==> src/rtl/dm_port_arbiter.sv <==
// Shares one synchronous data-memory port between the CPU MEM stage and the PDU debug port.
// Each access runs arbitrate/access/respond. Optional grant/fault counters are enabled by `DM_ARB_STATS_EN.
module dm_port_arbiter #(
    parameter int unsigned AW       = 8,
    parameter int unsigned MAX_WAIT = 8
) (
    input  logic          clk,
    input  logic          rstn,
    input  logic          cpu_req,
    input  logic          cpu_we,
    input  logic [31:0]   cpu_addr,
    input  logic [31:0]   cpu_wdata,
    output logic          cpu_ack,
    output logic [31:0]   cpu_rdata,
    output logic          cpu_err,
    input  logic          pdu_req,
    input  logic          pdu_we,
    input  logic [31:0]   pdu_addr,
    input  logic [31:0]   pdu_wdata,
    output logic          pdu_ack,
    output logic [31:0]   pdu_rdata,
    output logic          pdu_err,
    input  logic          cpu_stop,
    output logic [AW-1:0] dm_a,
    output logic [31:0]   dm_d,
    output logic          dm_we,
    input  logic [31:0]   dm_spo,
    output logic          busy,
    output logic [15:0]   cpu_grants,
    output logic [15:0]   pdu_grants,
    output logic [15:0]   fault_cnt
);

    localparam int unsigned WCW = $clog2(MAX_WAIT + 1);

    typedef enum logic [1:0] {
        IDLE   = 2'd0,
        ACCESS = 2'd1,
        RESP   = 2'd2
    } state_e;

    state_e          state_q, state_d;
    logic            win_pdu_q, win_pdu_d;
    logic            we_q, we_d;
    logic            fault_q, fault_d;
    logic [AW-1:0]   dm_a_q, dm_a_d;
    logic [31:0]     dm_d_q, dm_d_d;
    logic            dm_we_q, dm_we_d;
    logic            busy_q, busy_d;
    logic [WCW-1:0]  wait_cnt_q, wait_cnt_d;
    logic            cpu_ack_q, cpu_ack_d;
    logic            pdu_ack_q, pdu_ack_d;
    logic            cpu_err_q, cpu_err_d;
    logic            pdu_err_q, pdu_err_d;
    logic [31:0]     cpu_rdata_q, cpu_rdata_d;
    logic [31:0]     pdu_rdata_q, pdu_rdata_d;

    logic            pick_pdu_c;
    logic            sel_we_c;
    logic [31:0]     sel_addr_c;
    logic [31:0]     sel_wdata_c;
    logic            sel_fault_c;
    logic [31:0]     resp_data_c;

    // Winner selection and fault decode of the request presented in IDLE
    always_comb begin
        pick_pdu_c  = pdu_req && (cpu_stop || (wait_cnt_q == WCW'(MAX_WAIT)) || !cpu_req);
        sel_we_c    = pick_pdu_c ? pdu_we    : cpu_we;
        sel_addr_c  = pick_pdu_c ? pdu_addr  : cpu_addr;
        sel_wdata_c = pick_pdu_c ? pdu_wdata : cpu_wdata;
        sel_fault_c = (sel_addr_c[1:0] != 2'b00) || (sel_addr_c[31:AW+2] != '0);
        resp_data_c = (fault_q || we_q) ? 32'h0 : dm_spo;
    end

    always_comb begin
        state_d     = state_q;
        win_pdu_d   = win_pdu_q;
        we_d        = we_q;
        fault_d     = fault_q;
        dm_a_d      = dm_a_q;
        dm_d_d      = dm_d_q;
        dm_we_d     = 1'b0;
        wait_cnt_d  = wait_cnt_q;
        cpu_ack_d   = 1'b0;
        pdu_ack_d   = 1'b0;
        cpu_err_d   = cpu_err_q;
        pdu_err_d   = pdu_err_q;
        cpu_rdata_d = cpu_rdata_q;
        pdu_rdata_d = pdu_rdata_q;
        case (state_q)
            IDLE: begin
                if (pdu_req && pick_pdu_c) begin
                    wait_cnt_d = '0;
                end else if (pdu_req && (wait_cnt_q != WCW'(MAX_WAIT))) begin
                    wait_cnt_d = wait_cnt_q + WCW'(1);
                end
                if (cpu_req || pdu_req) begin
                    state_d   = ACCESS;
                    win_pdu_d = pick_pdu_c;
                    we_d      = sel_we_c;
                    fault_d   = sel_fault_c;
                    dm_a_d    = sel_addr_c[AW+1:2];
                    dm_d_d    = sel_wdata_c;
                    dm_we_d   = sel_we_c && !sel_fault_c;
                end
            end
            ACCESS: begin
                state_d = RESP;
                if (win_pdu_q) begin
                    pdu_ack_d = 1'b1;
                    pdu_err_d = fault_q;
                end else begin
                    cpu_ack_d = 1'b1;
                    cpu_err_d = fault_q;
                end
            end
            RESP: begin
                state_d = IDLE;
                if (win_pdu_q) begin
                    pdu_rdata_d = resp_data_c;
                end else begin
                    cpu_rdata_d = resp_data_c;
                end
            end
            default: state_d = IDLE;
        endcase
        busy_d = (state_d != IDLE);
    end

    always_ff @(posedge clk or negedge rstn) begin
        if (!rstn) begin
            state_q     <= IDLE;
            win_pdu_q   <= 1'b0;
            we_q        <= 1'b0;
            fault_q     <= 1'b0;
            dm_a_q      <= '0;
            dm_d_q      <= '0;
            dm_we_q     <= 1'b0;
            busy_q      <= 1'b0;
            wait_cnt_q  <= '0;
            cpu_ack_q   <= 1'b0;
            pdu_ack_q   <= 1'b0;
            cpu_err_q   <= 1'b0;
            pdu_err_q   <= 1'b0;
            cpu_rdata_q <= '0;
            pdu_rdata_q <= '0;
        end else begin
            state_q     <= state_d;
            win_pdu_q   <= win_pdu_d;
            we_q        <= we_d;
            fault_q     <= fault_d;
            dm_a_q      <= dm_a_d;
            dm_d_q      <= dm_d_d;
            dm_we_q     <= dm_we_d;
            busy_q      <= busy_d;
            wait_cnt_q  <= wait_cnt_d;
            cpu_ack_q   <= cpu_ack_d;
            pdu_ack_q   <= pdu_ack_d;
            cpu_err_q   <= cpu_err_d;
            pdu_err_q   <= pdu_err_d;
            cpu_rdata_q <= cpu_rdata_d;
            pdu_rdata_q <= pdu_rdata_d;
        end
    end

    // Memory read data is only valid during RESP, so it is passed straight through then and held afterwards
    assign cpu_rdata = cpu_ack_q ? resp_data_c : cpu_rdata_q;
    assign pdu_rdata = pdu_ack_q ? resp_data_c : pdu_rdata_q;
    assign cpu_ack   = cpu_ack_q;
    assign pdu_ack   = pdu_ack_q;
    assign cpu_err   = cpu_err_q;
    assign pdu_err   = pdu_err_q;
    assign dm_a      = dm_a_q;
    assign dm_d      = dm_d_q;
    assign dm_we     = dm_we_q;
    assign busy      = busy_q;

`ifdef DM_ARB_STATS_EN
    logic [15:0] cpu_grants_q, cpu_grants_d;
    logic [15:0] pdu_grants_q, pdu_grants_d;
    logic [15:0] fault_cnt_q, fault_cnt_d;

    // Saturating counters, one step per ack cycle
    always_comb begin
        cpu_grants_d = cpu_grants_q;
        pdu_grants_d = pdu_grants_q;
        fault_cnt_d  = fault_cnt_q;
        if (cpu_ack_q && (cpu_grants_q != 16'hFFFF)) begin
            cpu_grants_d = cpu_grants_q + 16'd1;
        end
        if (pdu_ack_q && (pdu_grants_q != 16'hFFFF)) begin
            pdu_grants_d = pdu_grants_q + 16'd1;
        end
        if (((cpu_ack_q && cpu_err_q) || (pdu_ack_q && pdu_err_q)) && (fault_cnt_q != 16'hFFFF)) begin
            fault_cnt_d = fault_cnt_q + 16'd1;
        end
    end

    always_ff @(posedge clk or negedge rstn) begin
        if (!rstn) begin
            cpu_grants_q <= '0;
            pdu_grants_q <= '0;
            fault_cnt_q  <= '0;
        end else begin
            cpu_grants_q <= cpu_grants_d;
            pdu_grants_q <= pdu_grants_d;
            fault_cnt_q  <= fault_cnt_d;
        end
    end

    assign cpu_grants = cpu_grants_q;
    assign pdu_grants = pdu_grants_q;
    assign fault_cnt  = fault_cnt_q;
`else
    assign cpu_grants = 16'h0;
    assign pdu_grants = 16'h0;
    assign fault_cnt  = 16'h0;
`endif

endmodule

==> config.mk <==
export PLATFORM = sky130hd
export DESIGN_NAME = dm_port_arbiter
export DESIGN_NICKNAME = d
export VERILOG_FILES = /design/src/rtl/dm_port_arbiter.sv
export SDC_FILE = /design/constraint.sdc
export NUM_CORES = 1
export LEC_CHECK = 0
export ABC_AREA = 1
export CAP_MARGIN = 20
export CORE_ASPECT_RATIO = 1.75
export CORE_MARGIN = 2
export CORE_UTILIZATION = 41
export CTS_CLUSTER_SIZE = 16
export DETAILED_ROUTE_END_ITERATION = 12
export GPL_ROUTABILITY_DRIVEN = 0
export GPL_TIMING_DRIVEN = 0
export PLACE_DENSITY = 0.82
export SLEW_MARGIN = 20
export SYNTH_ARGS = -nofsm -noshare
export SYNTH_HDL_FRONTEND = slang
export SYNTH_SLANG_ARGS = --single-unit
==> constraint.sdc <==
create_clock -name clk -period 1.7 [get_ports clk]
set_input_delay 0.17 -clock clk [delete_from_list [all_inputs] [get_ports clk]]
set_output_delay 0.17 -clock clk [all_outputs]
set_load 0.01 [all_outputs]
# [After elaboration in Yosys (flattened, before gate mapping)]
# Cells that the tools add are included.
# W data, S select, Z words.
[totals] register_bits=119 output_inout_bits=158
[classes] addsub=1 eq_ne=4 n_mux=16 n_bitwise=1 reduce_logical=22
[op_table] cell="$mux W32" count=5
[op_table] cell="$reduce_bool A22 Y1" count=1
[op_table] cell="$reduce_and A2 Y1" count=6
[op_table] cell="$mux W4" count=2
[op_table] cell="$mux W1" count=7
[op_table] cell="$reduce_bool A2 Y1" count=3
[op_table] cell="$logic_or A1 B1 Y1" count=5
[op_table] cell="$add A4 B1 Y4 const B" count=1
[op_table] cell="$eq A4 B4 Y1 const B" count=1
[op_table] cell="$logic_and A1 B1 Y1" count=4
[op_table] cell="$ne A4 B4 Y1 const B" count=1
[op_table] cell="$pmux W2 S2" count=1
[op_table] cell="$eq A2 B1 Y1 const B" count=1
[op_table] cell="$eq A2 B2 Y1 const B" count=1
[op_table] cell="$logic_not A1 Y1" count=2
[op_table] cell="$logic_not A2 Y1" count=1
[op_table] cell="$mux W2" count=1
[op_table] cell="$not A1 Y1" count=1

# [Logic depth before layout (Yosys ltp)]
# Gate-level depths: netlist of run 1.
[depth] word_depth=11 mapped_depth=9

# [Least setup slack after synthesis of run 1]
# OpenSTA, ideal clock, no wires.
[synth_path] path_type="reg-to-reg" start="reg wait_cnt_q[0]" end="reg dm_a_q[7], in the netlist dm_a[7]" setup_ps=124 arrival_ps=1272 t_required_ps=1576 slack_ps=304 path_stages_with_launch=9 path_buffers=1 synth_period_minus_slack_ps=1396 path_cell_list="dfrtp_1 -> inv_1 -> ha_1 -> nand3_1 -> nand2_2 -> nand2_2 -> buf_4 -> a21oi_1 -> a21oi_1"
[synth_between] elab_chain_len=5
[synth_rtl] element="from (decl)" line="50" text="logic [WCW-1:0] wait_cnt_q, wait_cnt_d;"
[synth_rtl] element="from (signal assigned)" line="156" text="wait_cnt_q <= wait_cnt_d;"
[synth_rtl] element="$eq A4 B4 Y1" line="67" text="pick_pdu_c = pdu_req && (cpu_stop || (wait_cnt_q == WCW'(MAX_WAIT)) || !cpu_req);"
[synth_rtl] element="$logic_or A1 B1 Y1 (2 in a row)" line="67"
[synth_rtl] element="$logic_and A1 B1 Y1" line="67"
[synth_rtl] element="$mux W32" line="69" text="sel_addr_c = pick_pdu_c ? pdu_addr : cpu_addr;"
[synth_rtl] element="to (signal assigned)" line="152" text="dm_a_q <= dm_a_d;"
[synth_rtl] element="to (decl)" line="46" text="logic [AW-1:0] dm_a_q, dm_a_d;"
# Every way passes these cells.
# A chain may end at the register's enable or synchronous reset.

# [Worst setup path in the final report of run 1]
[layout_path] start="reg fault_q" end="out pdu_rdata[10]"
[layout_between] elab_chain_len=3
[layout_rtl] element="from (decl)" line="45" text="logic fault_q, fault_d;"
[layout_rtl] element="from (signal assigned)" line="151" text="fault_q <= fault_d;"
[layout_rtl] element="$logic_or A1 B1 Y1" line="72" text="resp_data_c = (fault_q || we_q) ? 32'h0 : dm_spo;"
[layout_rtl] element="$mux W32" line="72"
[layout_rtl] element="$mux W32" line="168" text="assign pdu_rdata = pdu_ack_q ? resp_data_c : pdu_rdata_q;"
[layout_rtl] element="to (decl)" line="21" text="output logic [31:0] pdu_rdata,"
# Every way passes these cells.

==> metrics, run 1 <==
CP Capture Type=output port; H-tree depth=4; crit-path cells=inv_2, nand2_8, buf_12, buf_6, nor2_4, nand2_1, o21ai_2, buf_2; Reg area=2980 sq um; Max Fclk=0.529 GHz; P&R area growth vs syn=67.0%; global-route wire length before repair=34,900 um; vias in the first global route=7,235; row count=61; Req. time, crit path=1530 ps; pin count of the biggest net entering global routing=67; Most Used Layer, Global Route=met2; Synth async-reset ratio=100%; vias per cell=4.86; Setup WS pre-CTS=-545 ps; startpoint types=flip-flop; minimum clock period after layout=1890 ps; dpl cells=1,375; pin slew with the least headroom to its limit=587 ps; DR WL/cell=15.7 um; Post-synth EDFFs=0; final setup TNS=-5500 ps; max incr delay on CP=380 ps; non-filler instance count after layout=1,443; hold crit path type=primary input to asynchronous set/reset pin; sequential area share after synthesis=45.6%; dominant synthesized flop cell=dfrtp_1; most frequent cells in the layout=clkdlybuf4s50_1, nand2_1, dfrtp_1, inv_1, buf_4; DRT iter0 DRCs=256; pwr/cell area=1620 nW/um^2; post-DP HPWL=16,600 um; final worst slack=-190 ps; drt total wl=22,700 um; LEAKAGE=5.13 nW; RSZ-0062 raised after global routing=true; Max Fanout on Critical Path=6; final hold viol count=0; Max-Cap Viols=0; Sink Count=119; #FFs+latches synth=119; final setup fails=64; CTS Buffer Depth=2; clk_lat worst skew=400 ps; share of cells above drive strength 1=27.1%; input/output buffers=276; Die Y=171 um; Root Driver=clkbuf_16; failing checks=setup timing; slowest stage cell, crit path=dfrtp_1; max-slew violations=0; effective utilization at floorplan=41.5%; Clock Skews=9.20 ps; gr ovfl total=0; GRT met1 Usage=25.6%; total number of vias=7,012; GR Layer Usage met3=5.88%; total core area=15,700 sq um; CTS tree=built; total track usage=26.0%; First-pass DRT Iterations=5; Avg Cell Area, Syn=7.57 sq um; DRC Markers=0; mapped cell area=6530 sq um; Clk pin slew, worst setup/hold paths=60 ps; VDD IR max=823 uV; die area=17,000 sq um; area occupied by multi-input gates=3080 sq um; crit path kind=flip-flop to output port; Yosys cell types=30; status=complete, but fails checks; Fill cells=1,200; final core utilization=69.3%; WP data arrival=1720 ps; most common cell after layout, fill and taps aside=clkdlybuf4s50_1; Slew headroom=60.7%; gate count of the mapped netlist=862; Final ANT Viol Nets=0; antenna diode count=0; initial antenna violation count=0; final net count=1,411; Synth warnings=0; TritonCTS buffer count=17; Ports=325; Die W=99.4 um; met2 Use GR=49.7%; Tcrit/Tclk final=111%
-- per-stage QoR --
step	power, mW	hold slack [ps]	cell area (sq um)
final	17.7	276	10900
after global routing	18.7	312	10900
after CTS	17.3	292	10700
after detailed placement	12.9	154	9730
after global placement	12.8	467	9700
after floorplan	8.70	-126	6700
-- worst max-delay path, delay by kind of cell, from the launching register on --
kind / cells / cell delay (ps)
flip-flops: 1 / 380
AO/OA/AOI/OAI: 1 / 80
AND/OR/NAND/NOR: 3 / 310
buffers and inverters: 4 / 530
-- power breakdown --
| group | internal [mW] | leakage (nW) | switching, mW |
|---|---|---|---|
| Combinational | 4.03 | 3.32 | 5.08 |
| Clock | 2.57 | 0.308 | 1.31 |
| Sequential | 4.10 | 1.50 | 0.580 |
| Total | 10.7 | 5.13 | 6.98 |
-- Yosys cell counts (2+ instances only) --
master    instances  area share (%)
a21oi_1          83             6.4
buf_1             5            0.29
buf_2            16             1.2
buf_4            54             6.2
buf_6             6             1.0
clkbuf_1         11            0.63
dfrtp_1         119              46
ha_1              2            0.38
inv_1           107             6.2
inv_2             4            0.23
nand2_1         191              11
nand2_2           2            0.19
nand3_1           6            0.46
nand4_1           2            0.19
nor2_1          108             6.2
nor3_4            2            0.50
o21a_1            2            0.23
o21ai_0         100             7.7
o21ai_1           3            0.23
o21ai_2          28             3.8
o22ai_1           2            0.19
-- area by class of cell --
type | count | share of cell area, %
multi-input cells | 585 | 28.3
clock buffers | 20 | 4.28
flip-flops and latches | 119 | 27.3
clock inverters | 11 | 1.57
repair buffers | 314 | 25.7
inverters | 112 | 3.88
plain buffers | 93 | 6.79
well taps | 189 | 2.17
-- logic make-up (layout without fill, tap and decap cells) --
family                     after synthesis  after routing  share of synthesized area [%]
and+or+nand+nor                        313            313                           18.8
AOI/OAI and AO/OA                      221            221                           19.0
buffers and inverters                  205            550                           16.0
DFF                                    119            119                           45.6
adders and majority gates                2              2                          0.383
other                                    1             48                         0.0575
xor gates and xnor gates                 1              1                          0.134
-- registers in the layout, indices dropped and copies added (netlist names) --
name	flops
cpu_rdata_q	32
pdu_rdata_q	32
we_q	1
pdu_err	1
dm_d	32
fault_q	1
dm_a	8
busy	1
state_q	2
pdu_ack	1
wait_cnt_q	4
cpu_ack	1
dm_we	1
win_pdu_q	1
cpu_err	1
-- layer usage --
layer | vias up | routed length [um]
met1 | 3288 | 7540
met4 | 0 | 785
met3 | 54 | 1440
met5 | - | 0
li1 | 3358 | -
met2 | 312 | 12900
-- worst paths after layout --
check / startpoint / endpoint / slack [ps] / cells after the start
worst max-delay path: fault_q / pdu_rdata[10] / -190 / 8
worst min-delay path: rstn / busy / 280 / 2
worst max register to register: wait_cnt_q[0] / dm_d[23] / 110 / 7
worst min register to register: cpu_err / cpu_err / 500 / 1
max in group asynchronous: rstn / pdu_rdata_q[21] / 710 / 3
min in group clk: pdu_wdata[4] / dm_d[4] / 320 / 3
-- timing repair --
| item | in CTS | in global routing |
|---|---|---|
| endpoints found under the setup margin | 74 | 126 |
| buffers inserted | 19 | 16 |
| gates cloned | 1 | 0 |
| hold buffers | 1 | 0 |
| pin swaps | 5 | 11 |
| resized for setup | 441 | 44 |
| hold endpoints to repair | 53 | 0 |
(Power assumes the default switching activity.)
==> run 2, diff against run 1 <==
--- a/config.mk
+++ b/config.mk
@@ -5,16 +5,15 @@
 export SDC_FILE = /design/constraint.sdc
 export NUM_CORES = 1
 export LEC_CHECK = 0
-export ABC_AREA = 1
 export CAP_MARGIN = 20
 export CORE_ASPECT_RATIO = 1.75
 export CORE_MARGIN = 2
-export CORE_UTILIZATION = 41
+export CORE_UTILIZATION = 40
 export CTS_CLUSTER_SIZE = 16
 export DETAILED_ROUTE_END_ITERATION = 12
 export GPL_ROUTABILITY_DRIVEN = 0
 export GPL_TIMING_DRIVEN = 0
-export PLACE_DENSITY = 0.82
+export PLACE_DENSITY = 0.81
 export SLEW_MARGIN = 20
 export SYNTH_ARGS = -nofsm -noshare
 export SYNTH_HDL_FRONTEND = slang
==> metrics, run 2 <==
status=complete, but fails checks; failing checks=setup timing; DR WL/cell=16.3 um; LEAKAGE=4.82 nW; share of cells above drive strength 1=22.8%; CP startpoint=we_q; gr ovfl total=0; WP data arrival=1680 ps; DRC Markers=0; Synth async-reset ratio=100%; effective utilization at floorplan=40.8%; total number of vias=6,570; gate count of the mapped netlist=752; most frequent cell after synthesis=o21ai_0; final setup fails=65; Yosys cell types=35; Clk pin slew, worst setup/hold paths=60 ps; row count=60; vias in the first global route=6,551; GR Layer Usage met3=7.25%; crit path kind=flip-flop to output port; mapped cell area=6250 sq um; startpoint types=flip-flop; total power after layout=16.2 mW; Avg Cell Area, Syn=8.31 sq um; final worst slack=-154 ps; most frequent cells in the layout=clkdlybuf4s50_1, nand2_1, dfrtp_1, o21ai_0, buf_2; Placement Cell Area=9450 sq um; clk_lat worst skew=410 ps; pwr/cell area=1560 nW/um^2; pin count of the biggest net entering global routing=71; final net count=1,281; Req. time, crit path=1530 ps; Max Fanout on Critical Path=10; drt total wl=21,400 um; dpl cells=1,262; Tcrit/Tclk final=109%; Max Fclk=0.540 GHz; GRT met1 Usage=23.4%; P&R area growth vs syn=65.8%; Sink Count=119; dominant synthesized flop cell=dfrtp_1; Max-Cap Viols=0; sequential area share after synthesis=47.6%; area share of the largest cell type after synthesis=47.6%; final hold viol count=0; Worst Reg-to-Reg Cells=7; Die Y=169 um; VDD IR max=694 uV; non-filler instance count after layout=1,311; initial antenna violation count=0; Root Driver=clkbuf_16; total core area=15,300 sq um; max-slew violations=0; final instance area=10,400 sq um; pin slew with the least headroom to its limit=590 ps; input/output buffers=276; Slew headroom=60.6%; Final ANT Viol Nets=0; die area=16,700 sq um; R2R setup slack=-80 ps; Commonest cells post-synth=o21ai_0, nand2_1, dfrtp_1; antenna diode count=0; hold crit path type=primary input to asynchronous set/reset pin; Die W=98.5 um; CTS tree=built; CP Capture Type=output port; vias per cell=5.01; Clock Skews=8.26 ps; Post-synth EDFFs=0; minimum clock period after layout=1850 ps; First-pass DRT Iterations=5; DRT iter0 DRCs=217; Critical R2R Capture=dm_we; final core utilization=67.7%; RSZ-0062 raised after global routing=true; H-tree depth=4; Fill cells=1,261; Synth area leader=dfrtp_1; TritonCTS buffer count=17; most common cell after layout, fill and taps aside=clkdlybuf4s50_1; Most Used Layer, Global Route=met2; #FFs+latches synth=119; CTS Buffer Depth=2; post-DP HPWL=16,000 um; top post-synthesis cells by area=dfrtp_1, o21ai_0, nand2_1, mux2i_1, buf_4; reg2reg start=wait_cnt_q[0]; Ports=325; met2 Use GR=47.8%; total track usage=24.6%; Synth warnings=0; global-route wire length before repair=32,500 um
## run 2: cell count changes after synthesis, moves of 38 or more
cell and delta:
a21oi_1 -82, inv_1 -38, mux2i_1 +41, nand2_1 -48, nand3_1 +58, nor2_1 -101, o21ai_0 +70
## run 2: per-stage QoR
step           setup WS, ps  TNS, ps  hold slack, ps
4_1_cts                -190    -9290             279
6_report               -154    -6020             269
3_5_place_dp          -1090   -77190             140
3_3_place_gp          -4100  -561830             460
5_1_grt                -248   -11220             328
2_1_floorplan         -8.56    -8.56            -126
## run 2: routing by layer
layer,vias up,routed length (um),share of wire (%)
met1,3059,6930,32
li1,3130,-,-
met3,53,1660,7.7
met4,0,621,2.9
met2,328,12200,57
met5,-,0,0
## run 2: report_power, final
part / leakage (nW) / internal [mW] / total, mW / switching [mW]
clock network: 0.271 / 2.20 / 3.55 / 1.35
registers: 1.54 / 4.02 / 4.68 / 0.657
logic: 3.01 / 3.54 / 7.94 / 4.40
## run 2: worst max-delay path by stage
stage	slack, ps	end
floorplan	-9	dm_we
global placement	-4100	dm_d[11]
detailed placement	-1090	pdu_rdata[4]
CTS	-190	pdu_rdata[11]
global route	-250	cpu_rdata[1]
finish	-150	cpu_rdata[1]
## run 2: logic make-up (layout without fill, tap and decap cells)
group	Yosys count	after routing	share of synthesized area, %
AO/OA/AOI/OAI	176	176	14.3
multiplexers	43	43	6.93
other	1	48	0.0600
AND/OR/NAND/NOR	241	241	17.2
XOR/XNOR	2	2	0.280
flip-flops	119	119	47.6
buffers and inverters	168	494	13.2
adder cells (fa/ha/maj)	2	2	0.400
## run 2: final cells by class
type / instances / area [sq um] / area share, %
Sequential cell: 119 / 2980 / 28.7
Multi-Input combinational cell: 512 / 2900 / 28.0
Timing Repair Buffer: 296 / 2640 / 25.5
Buffer: 97 / 762 / 7.35
Clock buffer: 18 / 439 / 4.24
Inverter: 69 / 259 / 2.50
Tap cell: 186 / 233 / 2.25
Clock inverter: 14 / 150 / 1.45
## run 2: what timing repair did
action / CTS / global route
pin swaps: 3 / 3
hold buffers: 1 / 0
hold endpoints to repair: 49 / 0
setup endpoints to repair: 159 / 93
buffers inserted: 13 / 2
cloned: 2 / 1
resized for setup: 381 / 80
## run 2: critical path: stages, from the launching register on
cell,delay (ps)
dfrtp_1,410
nor2_4,190
buf_4,160
clkbuf_16,150
nand3_1,140
o21ai_2,100
buf_2,150
